==> src/rtl/id_stage.sv <==
// rtl/id_stage.sv - MIPS instruction-decode stage with valid/ready output register, load-use bubble and flush.
// Optional build macro MIPS_ILLEGAL_TRAP_EN: undefined opcodes/functs raise ex_illegal instead of decoding as NOP.
module id_stage #(
    parameter int PC_W    = 32,
    parameter int ALUOP_W = 4
) (
    input  logic               clk,
    input  logic               rst,
    input  logic               if_valid,
    input  logic [31:0]        if_instr,
    input  logic [PC_W-1:0]    if_pc,
    output logic               if_ready,
    input  logic               flush,
    input  logic               ex_ready,
    output logic               ex_valid,
    output logic [PC_W-1:0]    ex_pc,
    output logic [ALUOP_W-1:0] ex_aluop,
    output logic               ex_alu_unsigned,
    output logic               ex_alu_arith,
    output logic               ex_ovf_trap,
    output logic [4:0]         ex_rs,
    output logic [4:0]         ex_rt,
    output logic [4:0]         ex_dest,
    output logic               ex_reg_write,
    output logic               ex_use_imm,
    output logic [31:0]        ex_imm,
    output logic [4:0]         ex_shamt,
    output logic               ex_shift_var,
    output logic               ex_mem_read,
    output logic               ex_mem_write,
    output logic [1:0]         ex_branch,
    output logic [1:0]         ex_jump,
    output logic [PC_W-1:0]    ex_jtarget,
    output logic               ex_illegal
);

    localparam logic [5:0] OP_RTYPE = 6'h00;
    localparam logic [5:0] OP_J     = 6'h02;
    localparam logic [5:0] OP_JAL   = 6'h03;
    localparam logic [5:0] OP_BEQ   = 6'h04;
    localparam logic [5:0] OP_BNE   = 6'h05;
    localparam logic [5:0] OP_ADDI  = 6'h08;
    localparam logic [5:0] OP_ADDIU = 6'h09;
    localparam logic [5:0] OP_SLTI  = 6'h0A;
    localparam logic [5:0] OP_SLTIU = 6'h0B;
    localparam logic [5:0] OP_ORI   = 6'h0D;
    localparam logic [5:0] OP_XORI  = 6'h0E;
    localparam logic [5:0] OP_LUI   = 6'h0F;
    localparam logic [5:0] OP_LW    = 6'h23;
    localparam logic [5:0] OP_SW    = 6'h2B;

    localparam logic [5:0] FN_SLL  = 6'h00;
    localparam logic [5:0] FN_SRL  = 6'h02;
    localparam logic [5:0] FN_SRA  = 6'h03;
    localparam logic [5:0] FN_SLLV = 6'h04;
    localparam logic [5:0] FN_SRLV = 6'h06;
    localparam logic [5:0] FN_SRAV = 6'h07;
    localparam logic [5:0] FN_JR   = 6'h08;
    localparam logic [5:0] FN_ADD  = 6'h20;
    localparam logic [5:0] FN_ADDU = 6'h21;
    localparam logic [5:0] FN_SUB  = 6'h22;
    localparam logic [5:0] FN_SUBU = 6'h23;
    localparam logic [5:0] FN_AND  = 6'h24;
    localparam logic [5:0] FN_OR   = 6'h25;
    localparam logic [5:0] FN_XOR  = 6'h26;
    localparam logic [5:0] FN_NOR  = 6'h27;
    localparam logic [5:0] FN_SLT  = 6'h2A;
    localparam logic [5:0] FN_SLTU = 6'h2B;

    localparam logic [ALUOP_W-1:0] ALU_ADD = ALUOP_W'(0);
    localparam logic [ALUOP_W-1:0] ALU_SUB = ALUOP_W'(1);
    localparam logic [ALUOP_W-1:0] ALU_CMP = ALUOP_W'(2);
    localparam logic [ALUOP_W-1:0] ALU_AND = ALUOP_W'(3);
    localparam logic [ALUOP_W-1:0] ALU_OR  = ALUOP_W'(4);
    localparam logic [ALUOP_W-1:0] ALU_XOR = ALUOP_W'(5);
    localparam logic [ALUOP_W-1:0] ALU_NOR = ALUOP_W'(6);
    localparam logic [ALUOP_W-1:0] ALU_SL  = ALUOP_W'(7);
    localparam logic [ALUOP_W-1:0] ALU_SR  = ALUOP_W'(8);

    typedef struct packed {
        logic [PC_W-1:0]    pc;
        logic [ALUOP_W-1:0] aluop;
        logic               alu_unsigned;
        logic               alu_arith;
        logic               ovf_trap;
        logic [4:0]         rs;
        logic [4:0]         rt;
        logic [4:0]         dest;
        logic               reg_write;
        logic               use_imm;
        logic [31:0]        imm;
        logic [4:0]         shamt;
        logic               shift_var;
        logic               mem_read;
        logic               mem_write;
        logic [1:0]         branch;
        logic [1:0]         jump;
        logic [PC_W-1:0]    jtarget;
        logic               illegal;
    } dec_t;

    dec_t            dec;
    dec_t            ex_r;
    logic            ex_v;
    logic            reads_rs;
    logic            reads_rt;
    logic            legal;
    logic            hazard;
    logic            load_en;
    logic            accept;
    logic [5:0]      opcode;
    logic [5:0]      funct;
    logic [15:0]     imm16;
    logic [31:0]     imm_sext;
    logic [31:0]     imm_zext;
    logic [PC_W-1:0] pc_plus4;

    assign opcode   = if_instr[31:26];
    assign funct    = if_instr[5:0];
    assign imm16    = if_instr[15:0];
    assign imm_sext = {{16{imm16[15]}}, imm16};
    assign imm_zext = {16'h0000, imm16};
    assign pc_plus4 = if_pc + PC_W'(4);

    always_comb begin
        dec      = '0;
        reads_rs = 1'b0;
        reads_rt = 1'b0;
        legal    = 1'b1;
        dec.pc   = if_pc;
        dec.rs   = if_instr[25:21];
        dec.rt   = if_instr[20:16];

        case (opcode)
            OP_RTYPE: begin
                dec.dest      = if_instr[15:11];
                dec.reg_write = 1'b1;
                reads_rs      = 1'b1;
                reads_rt      = 1'b1;
                case (funct)
                    FN_SLL:  begin dec.aluop = ALU_SL; dec.shamt = if_instr[10:6]; reads_rs = 1'b0; end
                    FN_SRL:  begin dec.aluop = ALU_SR; dec.shamt = if_instr[10:6]; reads_rs = 1'b0; end
                    FN_SRA:  begin
                        dec.aluop     = ALU_SR;
                        dec.alu_arith = 1'b1;
                        dec.shamt     = if_instr[10:6];
                        reads_rs      = 1'b0;
                    end
                    FN_SLLV: begin dec.aluop = ALU_SL; dec.shift_var = 1'b1; end
                    FN_SRLV: begin dec.aluop = ALU_SR; dec.shift_var = 1'b1; end
                    FN_SRAV: begin dec.aluop = ALU_SR; dec.shift_var = 1'b1; dec.alu_arith = 1'b1; end
                    FN_JR:   begin dec.jump = 2'd2; dec.reg_write = 1'b0; end
                    FN_ADD:  begin dec.aluop = ALU_ADD; dec.ovf_trap = 1'b1; end
                    FN_ADDU: dec.aluop = ALU_ADD;
                    FN_SUB:  begin dec.aluop = ALU_SUB; dec.ovf_trap = 1'b1; end
                    FN_SUBU: dec.aluop = ALU_SUB;
                    FN_AND:  dec.aluop = ALU_AND;
                    FN_OR:   dec.aluop = ALU_OR;
                    FN_XOR:  dec.aluop = ALU_XOR;
                    FN_NOR:  dec.aluop = ALU_NOR;
                    FN_SLT:  dec.aluop = ALU_CMP;
                    FN_SLTU: begin dec.aluop = ALU_CMP; dec.alu_unsigned = 1'b1; end
                    default: legal = 1'b0;
                endcase
            end
            OP_J, OP_JAL: begin
                // J-format has no source registers; the rs/rt fields belong to the target.
                dec.rs   = 5'd0;
                dec.rt   = 5'd0;
                dec.jump = 2'd1;
                dec.jtarget        = pc_plus4;
                dec.jtarget[27:0]  = {if_instr[25:0], 2'b00};
                if (opcode == OP_JAL) begin
                    dec.dest      = 5'd31;
                    dec.aluop     = ALU_ADD;
                    dec.reg_write = 1'b1;
                end
            end
            OP_BEQ, OP_BNE: begin
                dec.aluop  = ALU_SUB;
                dec.imm    = imm_sext;
                dec.branch = (opcode == OP_BEQ) ? 2'd1 : 2'd2;
                reads_rs   = 1'b1;
                reads_rt   = 1'b1;
            end
            OP_ADDI, OP_ADDIU, OP_SLTI, OP_SLTIU, OP_LW, OP_SW: begin
                dec.imm       = imm_sext;
                dec.use_imm   = 1'b1;
                dec.dest      = if_instr[20:16];
                dec.reg_write = 1'b1;
                reads_rs      = 1'b1;
                case (opcode)
                    OP_ADDI:  begin dec.aluop = ALU_ADD; dec.ovf_trap = 1'b1; end
                    OP_SLTI:  dec.aluop = ALU_CMP;
                    OP_SLTIU: begin dec.aluop = ALU_CMP; dec.alu_unsigned = 1'b1; end
                    OP_LW:    begin dec.aluop = ALU_ADD; dec.mem_read = 1'b1; end
                    OP_SW:    begin
                        dec.aluop     = ALU_ADD;
                        dec.mem_write = 1'b1;
                        dec.reg_write = 1'b0;
                        reads_rt      = 1'b1;
                    end
                    default:  dec.aluop = ALU_ADD;
                endcase
            end
            OP_ORI, OP_XORI: begin
                dec.aluop     = (opcode == OP_ORI) ? ALU_OR : ALU_XOR;
                dec.imm       = imm_zext;
                dec.use_imm   = 1'b1;
                dec.dest      = if_instr[20:16];
                dec.reg_write = 1'b1;
                reads_rs      = 1'b1;
            end
            OP_LUI: begin
                // LUI is OR with $0 so EX needs no dedicated path.
                dec.aluop     = ALU_OR;
                dec.rs        = 5'd0;
                dec.imm       = {imm16, 16'h0000};
                dec.use_imm   = 1'b1;
                dec.dest      = if_instr[20:16];
                dec.reg_write = 1'b1;
                reads_rs      = 1'b1;
            end
            default: legal = 1'b0;
        endcase

        if (dec.dest == 5'd0) begin
            dec.reg_write = 1'b0;
        end

        if (!legal) begin
            dec      = '0;
            dec.pc   = if_pc;
            reads_rs = 1'b0;
            reads_rt = 1'b0;
`ifdef MIPS_ILLEGAL_TRAP_EN
            dec.illegal = 1'b1;
`else
            dec.illegal = 1'b0;
`endif
        end
    end

    assign hazard  = if_valid && ex_v && ex_r.mem_read && (ex_r.dest != 5'd0) &&
                     ((reads_rs && (dec.rs == ex_r.dest)) || (reads_rt && (dec.rt == ex_r.dest)));
    assign load_en = ex_ready || !ex_v;
    assign if_ready = load_en && !hazard && !flush && !rst;
    assign accept  = if_valid && if_ready;

    always_ff @(posedge clk) begin
        if (rst || flush) begin
            ex_v <= 1'b0;
            ex_r <= '0;
        end else if (load_en) begin
            if (accept) begin
                ex_v <= 1'b1;
                ex_r <= dec;
            end else begin
                ex_v <= 1'b0;
                ex_r <= '0;
            end
        end
    end

    assign ex_valid        = ex_v;
    assign ex_pc           = ex_r.pc;
    assign ex_aluop        = ex_r.aluop;
    assign ex_alu_unsigned = ex_r.alu_unsigned;
    assign ex_alu_arith    = ex_r.alu_arith;
    assign ex_ovf_trap     = ex_r.ovf_trap;
    assign ex_rs           = ex_r.rs;
    assign ex_rt           = ex_r.rt;
    assign ex_dest         = ex_r.dest;
    assign ex_reg_write    = ex_r.reg_write;
    assign ex_use_imm      = ex_r.use_imm;
    assign ex_imm          = ex_r.imm;
    assign ex_shamt        = ex_r.shamt;
    assign ex_shift_var    = ex_r.shift_var;
    assign ex_mem_read     = ex_r.mem_read;
    assign ex_mem_write    = ex_r.mem_write;
    assign ex_branch       = ex_r.branch;
    assign ex_jump         = ex_r.jump;
    assign ex_jtarget      = ex_r.jtarget;
    assign ex_illegal      = ex_r.illegal;

endmodule

==> config.mk <==
export PLATFORM = sky130hd
export DESIGN_NAME = id_stage
export DESIGN_NICKNAME = d
export VERILOG_FILES = /design/src/rtl/id_stage.sv
export SDC_FILE = /design/constraint.sdc
export NUM_CORES = 1
export LEC_CHECK = 0
export CORE_MARGIN = 3
export CORE_UTILIZATION = 55
export CTS_CLUSTER_DIAMETER = 150
export DETAILED_ROUTE_END_ITERATION = 8
export DONT_BUFFER_PORTS = 1
export GPL_ROUTABILITY_DRIVEN = 0
export PLACE_DENSITY = 0.79
export SLEW_MARGIN = 20
export SYNTH_ARGS = -nofsm -noshare
export SYNTH_HDL_FRONTEND = slang
export SYNTH_SLANG_ARGS = --single-unit
==> constraint.sdc <==
create_clock -name clk -period 4.25 [get_ports clk]
set_input_delay 1.0625 -clock clk [delete_from_list [all_inputs] [get_ports clk]]
set_output_delay 1.0625 -clock clk [all_outputs]
set_load 0.01 [all_outputs]
==> impl_metrics.yaml <==
logic_synthesis:
  ys_types: 61
  synthSimpleGateAreaFrac: 0.1395
  async_flop_share: 0
  syn_avg_cell_area_um2: 10.11
  synth_top_family_by_area: "compound AO/OA/AOI/OAI gates"
  synth-xor-area-share: 0.01439
  ys_seq_area_frac: 0.4786
  synthAdderAreaFrac: 0
  ys_ff_latch: 131
  synth_ff_type: "dfxtp_1"
  synth_compound_area_frac: 0.2996
  synth.most_common_cell: "dfxtp_1"
  synth_top_area_frac: 0.4786
  ys_warn_count: 0
  synthMuxAreaShare: 0.007993
  netlist_instances: 542
  synth_top_area_cell: "dfxtp_1"
  synth_common_cells: "131 x dfxtp_1, 87 x a22o_1, 35 x clkbuf_1"
  syn_area_um2: 5479
  synthTopCellsByArea: "dfxtp_1 48%, a22o_1 14%, a32o_1 5.3%, clkbuf_1 2.4%, a21o_1 2.3%"
  synth-edff-count: 0
floorplan:
  dieArea_um2: 11200
  start_util: 0.5792
  fp.dieH_um: 105.8
  die_w_um: 105.8
  std_cell_rows: 35
  num_io_pins: 204
  coreArea_um2: 9459
final_layout:
  nets: 588
  filler_cell_count: 795
  fin_cells: 661
  n_antenna_cell: 0
  fin_area_um2: 6055
  area_delta_synth_final_pct: 10.50
  drive_above_1_share: 0.1090
clock_tree:
  cts_max_level: 4
  clk_pin_slew_ns: 0.06
  cts_sinks: 131
  cts_resized: 0
  postCtsSetupBuffers: 0
  cts-buffers-inserted: 17
  worstSkewPairLatency_ns: 0.50
  holdBufCountCts: 0
  clock-root-buffer: "clkbuf_8"
  tritoncts: "yes"
  cts_buffer_depth: 2
min_path:
  hold_depth: 2
  worst_hold_path_type: "reg -> reg"
routing:
  drtIter0Drc: 448
  antenna_left: 0
  via_per_inst: 6.818
  wirelength_um: 15260
  drtPass1Iterations: 5
  wire_per_inst_um: 23.09
  vias: 4507
  drc: 0
pwr:
  vdd_drop_max_uv: 238.9
  power_leakage_nw: 2.350
  powerDensity_nw_per_um2: 458.8
placed_design:
  hpwlAfterDp_um: 10580
  post_dp_cell_area_um2: 5469
  place_inst: 629
  port-buffer-count: 0
timing:
  clock_skew_ns: 0.009649
  fin_crit_ns: 3.907
  final-max-slew-violation-count: 0
  setup-tns-final_ns: 0
  final_min_period_over_clock_period: 0.9192
  setup_viol_count_final: 0
  worst_slew_pin_slew_ns: 0.7239
  timing.hold.ws_ns: 0.5068
  rsz0062_at_grt: "no"
  slew_headroom: 0.5159
  hold_viol: 0
  fmax_mhz: 256.0
grt:
  grt_use_total: 0.2654
  grt_pass1_wl_um: 23660
  grt_pass1_vias: 4349
  grt_max_degree: 119
  grt-ovfl-total: 0
  antenna_found_initial: 0
critical_path:
  critPathKind: "in -> out"
  required_ns: 3.19
  crit_arrival_ns: 2.84
  cp_num_cells: 6
  path_buf_inv: 0
  end_kind: "output port"
  crit_path_max_incr_delay_ns: 0.56
  r2r_cells: 7
  r2r_setup_slack_ns: 1.64
  critPathLaunchType: "input pin"
  worstPathCellList: "or4_4 -> nor2_1 -> a32oi_1 -> o31a_1 -> o2111ai_2 -> and3b_1"
  cp_slowest_cell: "or4_4"
  cp_max_fo: 20
  crit_family: "simple AND/OR/NAND/NOR gates"
status:
  status: "complete, no violations"
flow_run:
  cap_violations: 0
-- cell type report --
class	count	area (µm²)	area share
well taps	129	161.4	0.02666
flip-flops and latches	131	2623	0.4331
clock buffers	19	441.7	0.07295
inverters	10	37.54	0.006200
multi-input cells	350	2561	0.4230
clock inverters	13	137.6	0.02273
repair buffers	9	92.59	0.01529
-- metrics by stage --
step | utilization | power, mW | setup WS (ns)
3_3_place_gp | 0.5782 | 1.382 | 0.4088
2_1_floorplan | - | 1.383 | 0.2279
5_1_grt | 0.6401 | 2.860 | 0.2664
6_report | 0.6401 | 2.778 | 0.3435
3_5_place_dp | 0.5782 | 1.386 | 0.3548
4_1_cts | 0.6394 | 2.789 | 0.3518
-- flip-flops by register name, indices dropped and copies added, names as in the netlist, 4 cells and up --
register / cells
ex_dest: 5
ex_pc: 32
ex_jtarget: 30
ex_aluop: 4
ex_imm: 32
ex_shamt: 5
ex_rt: 5
ex_rs: 5
-- power by group --
part	switching (mW)	total [mW]	internal (mW)	leakage [nW]
clock	0.589	1.42	0.827	0.280
combinational	0.0608	0.107	0.0464	1.01
sequential	0.0143	1.25	1.24	1.06
-- layout by cell type (no fill, tap or decap), types with 3 or more instances in the layout --
cell	count
xnor2_1	4
a21oi_1	12
or3_1	3
a22oi_1	9
clkbuf_8	3
mux2_2	3
conb_1	3
clkbuf_16	16
a32o_1	29
o32ai_1	5
inv_1	10
clkinv_4	3
nor4b_1	3
dfxtp_1	131
nand2_1	17
or2_2	4
a221oi_1	6
nand4_1	10
and2_1	3
nor2_1	32
o21ai_0	9
and3_1	7
a22o_1	87
xor2_1	5
nand2b_1	7
nand3_1	10
nor3_1	14
nor2b_1	6
a21o_1	17
and3b_1	3
inv_6	5
nor4_1	6
buf_4	7
-- final timing paths --
path | from | endpoint
worst max register to register | ex_dest[4] | ex_imm[13]
worst min-delay path | ex_shamt[1] | ex_shamt[1]
worst max-delay path | if_instr[28] | if_ready
worst min register to register | ex_shamt[1] | ex_shamt[1]
-- worst register-to-register path, delay by kind of cell (launching register included) --
kind / cells / cell delay, ns
AO/OA/AOI/OAI: 5 / 1.42
flip-flops: 1 / 0.41
buffers and inverters: 1 / 0.23
AND/OR/NAND/NOR: 1 / 0.45
-- per-layer routing --
layer | global-route usage | share of wire | wire length (µm)
met3 | 0.09492 | 0.12 | 1881
met4 | 0.08048 | 0.017 | 261
met1 | 0.3381 | 0.39 | 5962
met2 | 0.4226 | 0.47 | 7159
met5 | 0 | 0 | 0
-- cells by family (layout without fill, tap and decap cells) --
family                 Yosys count  count (layout)
AO/OA/AOI/OAI                  197             197
XOR/XNOR                         9               9
buffers and inverters           63              51
flip-flops                     131             131
multiplexers                     4               4
other                            1               3
AND/OR/NAND/NOR                137             137
Note: power is estimated with default switching activity, not from simulation.
